[src/rtl/fibre_tx_framer_if.sv]
`default_nettype none
// ============================================================================
// Module      : fibre_tx_framer_if
// Description : Byte stream handshake (valid/ready) into the fibre framer.
// Revision    : 1.0 - initial release
// ============================================================================
interface fibre_tx_framer_if;
    logic [7:0] d_in;
    logic       d_in_valid;
    logic       d_in_ready;

    modport master (output d_in, output d_in_valid, input d_in_ready);
    modport slave  (input d_in, input d_in_valid, output d_in_ready);
endinterface
`default_nettype wire

[src/rtl/fibre_tx_framer.sv]
`default_nettype none
// ============================================================================
// Module      : fibre_tx_framer
// Description : Byte-to-serial 10-bit line framer with idle fill and periodic
//               sync characters. Optional PRBS7 test mode: FIBRE_TX_PRBS_EN.
// Revision    : 1.0 - initial release
// ============================================================================
module fibre_tx_framer #(
    parameter int SYNC_INTERVAL = 64
) (
    input  wire              clk_bit,
    input  wire              rst_n,
    fibre_tx_framer_if.slave bus,
`ifdef FIBRE_TX_PRBS_EN
    input  wire              prbs_on,
`endif
    output logic             out,
    output logic             char_start,
    output logic             sync_sent
);

    localparam int                c_SC_W         = (SYNC_INTERVAL > 2) ? $clog2(SYNC_INTERVAL) : 1;
    localparam logic [c_SC_W-1:0] c_SYNC_LAST    = c_SC_W'(SYNC_INTERVAL - 1);
    localparam logic [c_SC_W-1:0] c_SC_ONE       = c_SC_W'(1);
    localparam logic [3:0]        c_BIT_LAST     = 4'd9;
    localparam logic [7:0]        c_IDLE_PAYLOAD = 8'hAA;
    localparam logic [7:0]        c_SYNC_PAYLOAD = 8'h00;

    logic [3:0]        r_bit_cnt;
    logic [c_SC_W-1:0] r_sync_cnt;
    logic [8:0]        r_shift;
    logic [7:0]        r_hold_data;
    logic              r_hold_full;

    logic              w_load;
    logic              w_sync_slot;
    logic              w_accept;
    logic              w_marker_a;
    logic              w_marker_b;
    logic [7:0]        w_payload;
    logic              w_take_hold;

    assign w_load      = (r_bit_cnt == c_BIT_LAST);
    assign w_sync_slot = (r_sync_cnt == c_SYNC_LAST);
    assign w_accept    = bus.d_in_valid && bus.d_in_ready;

`ifdef FIBRE_TX_PRBS_EN
    logic [6:0] r_prbs;
    logic       r_prbs_mode;
    logic [6:0] w_prbs_next;
    logic [7:0] w_prbs_byte;

    // Eight PRBS7 steps per data character; first generated bit is payload bit0.
    always_comb begin
        w_prbs_next = r_prbs;
        w_prbs_byte = 8'h00;
        for (int i = 0; i < 8; i++) begin
            w_prbs_byte[i] = w_prbs_next[6] ^ w_prbs_next[5];
            w_prbs_next    = {w_prbs_next[5:0], w_prbs_byte[i]};
        end
    end

    always_ff @(posedge clk_bit or negedge rst_n) begin
        if (!rst_n) begin
            r_prbs      <= 7'h7F;
            r_prbs_mode <= 1'b0;
        end else if (w_load) begin
            r_prbs_mode <= prbs_on;
            if (!w_sync_slot && prbs_on) begin
                r_prbs <= w_prbs_next;
            end
        end
    end

    assign bus.d_in_ready = ~r_hold_full & ~r_prbs_mode;
`else
    assign bus.d_in_ready = ~r_hold_full;
`endif

    // Character selection for the next load edge, highest priority first.
    always_comb begin
        w_marker_a  = 1'b1;
        w_marker_b  = 1'b0;
        w_payload   = c_IDLE_PAYLOAD;
        w_take_hold = 1'b0;
        if (w_sync_slot) begin
            w_marker_b = 1'b1;
            w_payload  = c_SYNC_PAYLOAD;
        end
`ifdef FIBRE_TX_PRBS_EN
        else if (prbs_on) begin
            w_marker_a = 1'b0;
            w_marker_b = 1'b1;
            w_payload  = w_prbs_byte;
        end
`endif
        else if (r_hold_full) begin
            w_marker_a  = 1'b0;
            w_marker_b  = 1'b1;
            w_payload   = r_hold_data;
            w_take_hold = 1'b1;
        end
    end

    always_ff @(posedge clk_bit or negedge rst_n) begin
        if (!rst_n) begin
            r_bit_cnt   <= c_BIT_LAST;
            r_sync_cnt  <= c_SYNC_LAST;
            r_shift     <= 9'h000;
            r_hold_data <= 8'h00;
            r_hold_full <= 1'b0;
            out         <= 1'b0;
            char_start  <= 1'b0;
            sync_sent   <= 1'b0;
        end else begin
            char_start <= 1'b0;
            sync_sent  <= 1'b0;
            if (w_load) begin
                r_bit_cnt  <= 4'd0;
                out        <= w_marker_a;
                r_shift    <= {w_payload, w_marker_b};
                char_start <= 1'b1;
                sync_sent  <= w_sync_slot;
                r_sync_cnt <= w_sync_slot ? '0 : r_sync_cnt + c_SC_ONE;
            end else begin
                r_bit_cnt <= r_bit_cnt + 4'd1;
                out       <= r_shift[0];
                r_shift   <= {1'b0, r_shift[8:1]};
            end

            // Accept needs an empty hold and consume needs a full one, so they never collide.
            if (w_accept) begin
                r_hold_full <= 1'b1;
                r_hold_data <= bus.d_in;
            end else if (w_load && w_take_hold) begin
                r_hold_full <= 1'b0;
            end
        end
    end

endmodule
`default_nettype wire

[src/flat_wrapper.sv]
// flat-port wrapper written by rule: the top's interface ports become plain ports
module fibre_tx_framer_flat 
#(
    parameter int SYNC_INTERVAL = 64
)
  (clk_bit, rst_n, out, char_start, sync_sent, bus_d_in, bus_d_in_valid, bus_d_in_ready);
  fibre_tx_framer_if bus_i ();
  input  wire clk_bit;
  input  wire rst_n;
  output logic out;
  output logic char_start;
  output logic sync_sent;
  input wire logic [$bits(bus_i.d_in)-1:0] bus_d_in;
  input wire logic [$bits(bus_i.d_in_valid)-1:0] bus_d_in_valid;
  output wire logic [$bits(bus_i.d_in_ready)-1:0] bus_d_in_ready;
  assign bus_i.d_in = bus_d_in;
  assign bus_i.d_in_valid = bus_d_in_valid;
  assign bus_d_in_ready = bus_i.d_in_ready;
  fibre_tx_framer #(.SYNC_INTERVAL(SYNC_INTERVAL)) u_core (.clk_bit(clk_bit), .rst_n(rst_n), .bus(bus_i), .out(out), .char_start(char_start), .sync_sent(sync_sent));
endmodule
[config.mk]
export PLATFORM = sky130hd
export DESIGN_NAME = fibre_tx_framer_flat
export DESIGN_NICKNAME = d
export VERILOG_FILES = /design/src/rtl/fibre_tx_framer_if.sv /design/src/rtl/fibre_tx_framer.sv /design/src/flat_wrapper.sv
export SDC_FILE = /design/constraint.sdc
export NUM_CORES = 1
export LEC_CHECK = 0
export BUFFER_PORTS_ARGS = -buffer_cell sky130_fd_sc_hd__buf_2
export CORE_ASPECT_RATIO = 1.4
export CORE_MARGIN = 2
export CORE_UTILIZATION = 55
export DETAILED_ROUTE_END_ITERATION = 10
export PLACE_DENSITY = 0.76
export REMOVE_ABC_BUFFERS = 1
export SLEW_MARGIN = 15
export SYNTH_ARGS = -nofsm -noshare
export SYNTH_HDL_FRONTEND = slang
export SYNTH_SLANG_ARGS = --single-unit
[constraint.sdc]
create_clock -name clk_bit -period 3.65 [get_ports clk_bit]
set_input_delay 0.5475 -clock clk_bit [delete_from_list [all_inputs] [get_ports clk_bit]]
set_output_delay 0.5475 -clock clk_bit [all_outputs]
set_load 0.01 [all_outputs]
==> results.toml <==
[die]
die_h_um = 61.9
rows = 21
start_util_pct = 56.3
coreArea_mm2 = 0.00234
io-pin-count = 15
die_w_um = 45.4
die_area_mm2 = 0.00281

[routing]
drtAntennaViolNets = 0
vias = 862
met1Wirelength_um = 914
wl_mm = 2.21
wl_met2_mm = 1.14
vias_per_cell = 5.75
met3_length_um = 105
dr.pass1.iters = 4
drtIter0Drc = 21
remaining_drc_errors = 0
maxUsedRoutingLayer = "met4"
wl_per_cell_um = 14.7

[worst_setup_path]
path_delay_family = "simple AND/OR/NAND/NOR gates"
path_depth = 4
worst_setup_path_start_kind = "flip-flop"
crit_arrival_ps = 2270
cp-endpoint = "u_core.out"
critPathSlowestCell = "nand4bb_1"
endpoint_kind = "flip-flop"
r2r_start = "u_core.r_bit_cnt[0]"
path_max_fanout = 16
r2r_slack_ps = 1630
cp_num_buf_inv = 1
rr_worst_depth = 4
cp_slowest_stage_delay_ps = 700
r2r-end = "u_core.out"
crit_path_start = "u_core.r_bit_cnt[0]"
critical_path_class = "flip-flop to flip-flop"
worstPathRequired_ps = 3900
path_cells = "nand4bb_1 > inv_8 > o21ai_2 > o22a_1"

[clock_network]
clock_latency_ps = 350
clk_path_buf_depth = 2
cts_setup_buffers = 0
clock_sinks = 31
cts_tree = "built"
cts_root_buf = "clkbuf_4"
numCtsBuffers = 5
cts_resized = 0
cts_hold_buf = 0
cts.htree.levels = 2
path_clk_slew_ps = 100

[sta]
setup_viol = 0
hold_slack_ps = 217
worstMarginPinSlew_ps = 864
setup_slack_ps = 1630
finalMaxSlewViolations = 0
max_freq_mhz = 495
min_period_ps = 2020
fin_skew_ps = 11.2
timing.final.crit_share_pct = 55.4
fin_tns_setup_ps = 0
hold_violations = 0
maxSlewHeadroom_pct = 42.1
rsz0062_at_grt = "no"

[yosys]
synth-seq-area-share_pct = 59.6
synth_edf_count = 0
synth_top_family_by_area = "compound AO/OA/AOI/OAI gates"
synthCells = 109
synthMuxAreaShare_pct = 7.60
yosys.area_share.simple_pct = 10.7
synthTopCellsByCount = "23 x dfrtp_1, 21 x nand2_1, 8 x dfstp_2, 8 x mux2_2, 7 x o21ai_0"
synth.avg_cell_area_um2 = 12.1
synth_area_leaders = "dfrtp_1 44%, dfstp_2 16%, mux2_2 6.8%"
synthAdderAreaFrac_pct = 0.950
ys_async_sr_fraction_pct = 100
yosys.area.top_type = "dfrtp_1"
yosysTopAreaCellShare_pct = 43.7
synth_xor_area_share_pct = 1.99
ys_ff_latch = 31
synth_ff_type = "dfrtp_1"
ys_types = 33
ys_warn_count = 0
yosysMostFrequentCell = "dfrtp_1"
synth_compound_area_share_pct = 14.2
syn_area_mm2 = 0.00132

[grt]
grt_pass1_vias = 817
antenna_found_initial = 0
grt_max_degree = 32
overflow = 0
grt_pass1_wl_mm = 3.71
grt_usage_pct = 19.3

[cells_and_area]
syn2layout_area_growth_pct = 9.78
n_antenna_cell = 0
fin_nets = 138
multi_input_area_um2 = 467
nFillCells = 195
final_layout_size_suffix_gt1_share_pct = 33.9
seq_area_um2 = 786

[place]
gp_congestion = 0.836
hpwl_mm = 1.54
post-place-ws_ps = 1640
numPortBuffers = 14

[pwr]
power_density_mw_per_mm2 = 512
p_leak_nw = 0.673
ir_drop_v = 0.000336
total_power_mw = 0.741

[worst_hold_path]
hp-class = "input port to asynchronous set/reset pin"

[run]
drv_cap = 0

[status]
status = "finished, final reports clean"
[flip-flops by register name, summed over array words and instances (netlist names)]
| signal | flops |
|---|---|
| u_core.r_hold_data | 8 |
| u_core.char_start | 1 |
| u_core.sync_sent | 1 |
| u_core.out | 1 |
| u_core.r_sync_cnt | 6 |
| u_core.r_bit_cnt | 4 |
| u_core.r_shift | 9 |
| u_core.r_hold_full | 1 |
[worst min-delay path by stage]
stage / slack (ps) / startpoint / depth (start not counted) / to
finish: 220 / rst_n / 1 / u_core.r_bit_cnt[1]
global route: 280 / rst_n / 1 / u_core.r_shift[0]
CTS: 240 / rst_n / 1 / u_core.r_bit_cnt[1]
detailed placement: 450 / u_core.r_shift[3] / 2 / u_core.r_shift[2]
global placement: 440 / u_core.r_shift[4] / 2 / u_core.r_shift[3]
floorplan: 250 / rst_n / 0 / u_core.char_start
[cells by family after synthesis]
group	Yosys count
mux	9
xor+xnor	3
buf+inv	9
fa+ha+maj	1
simple gates	29
flops	31
compound gates	27
[area by class of cell]
type                            count  area share [%]
Multi-Input combinational cell     69            32.3
Tap cell                           23            1.99
Clock buffer                        8            4.76
Inverter                            5            1.82
Sequential cell                    31            54.3
Timing Repair Buffer               14            4.84
[metal layers]
| metal | vias up | track usage (%) |
|---|---|---|
| met1 | 431 | 22.7 |
| li1 | 408 | - |
| met2 | 18 | 31.0 |
| met3 | 5 | 6.94 |
| met4 | 0 | 10.1 |
| met5 | - | 0 |
[worst register-to-register path, cell delays in order, from the launching register on]
cell       delay, ps
dfstp_2          590
nand4bb_1        700
inv_8            350
o21ai_2          110
o22a_1           180
[placed cells by master, fill, tap and decap left out]
cell       instances
a41oi_1            1
nor2b_1            1
nand4_1            1
o31ai_4            1
clkbuf_4           5
o21ai_1            5
a22o_1             1
a21o_1             1
dfstp_2            8
dfrtp_1           23
nor2_1             1
nand2_1           21
mux2_2             8
nand4bb_1          1
o41ai_2            1
inv_1              4
o22ai_1            3
o21ai_2            1
a31oi_1            2
xnor2_1            3
nor2_2             1
a21oi_1            3
clkbuf_8           2
o22a_1             1
inv_8              1
clkbuf_1           1
nand3_4            1
ha_1               1
nand3_1            1
mux2i_1            1
o21ai_0            7
or2_1              1
buf_2             14
[report_power, final]
part / internal, mW / leakage (nW) / switching, mW / total, mW
clock: 0.113 / 0.0386 / 0.116 / 0.229
combinational: 0.0540 / 0.250 / 0.0504 / 0.104
sequential: 0.388 / 0.384 / 0.0198 / 0.407
[through the flow]
step                utilization [%]  instance area [µm²]  std cells
global placement               58.9                 1380        142
floorplan                         -                 1280        105
CTS                            61.9                 1450        150
global route                   61.9                 1450        150
finish                         61.9                 1450        150
detailed placement             58.9                 1380        142
Note: power is estimated with default switching activity, not from simulation.
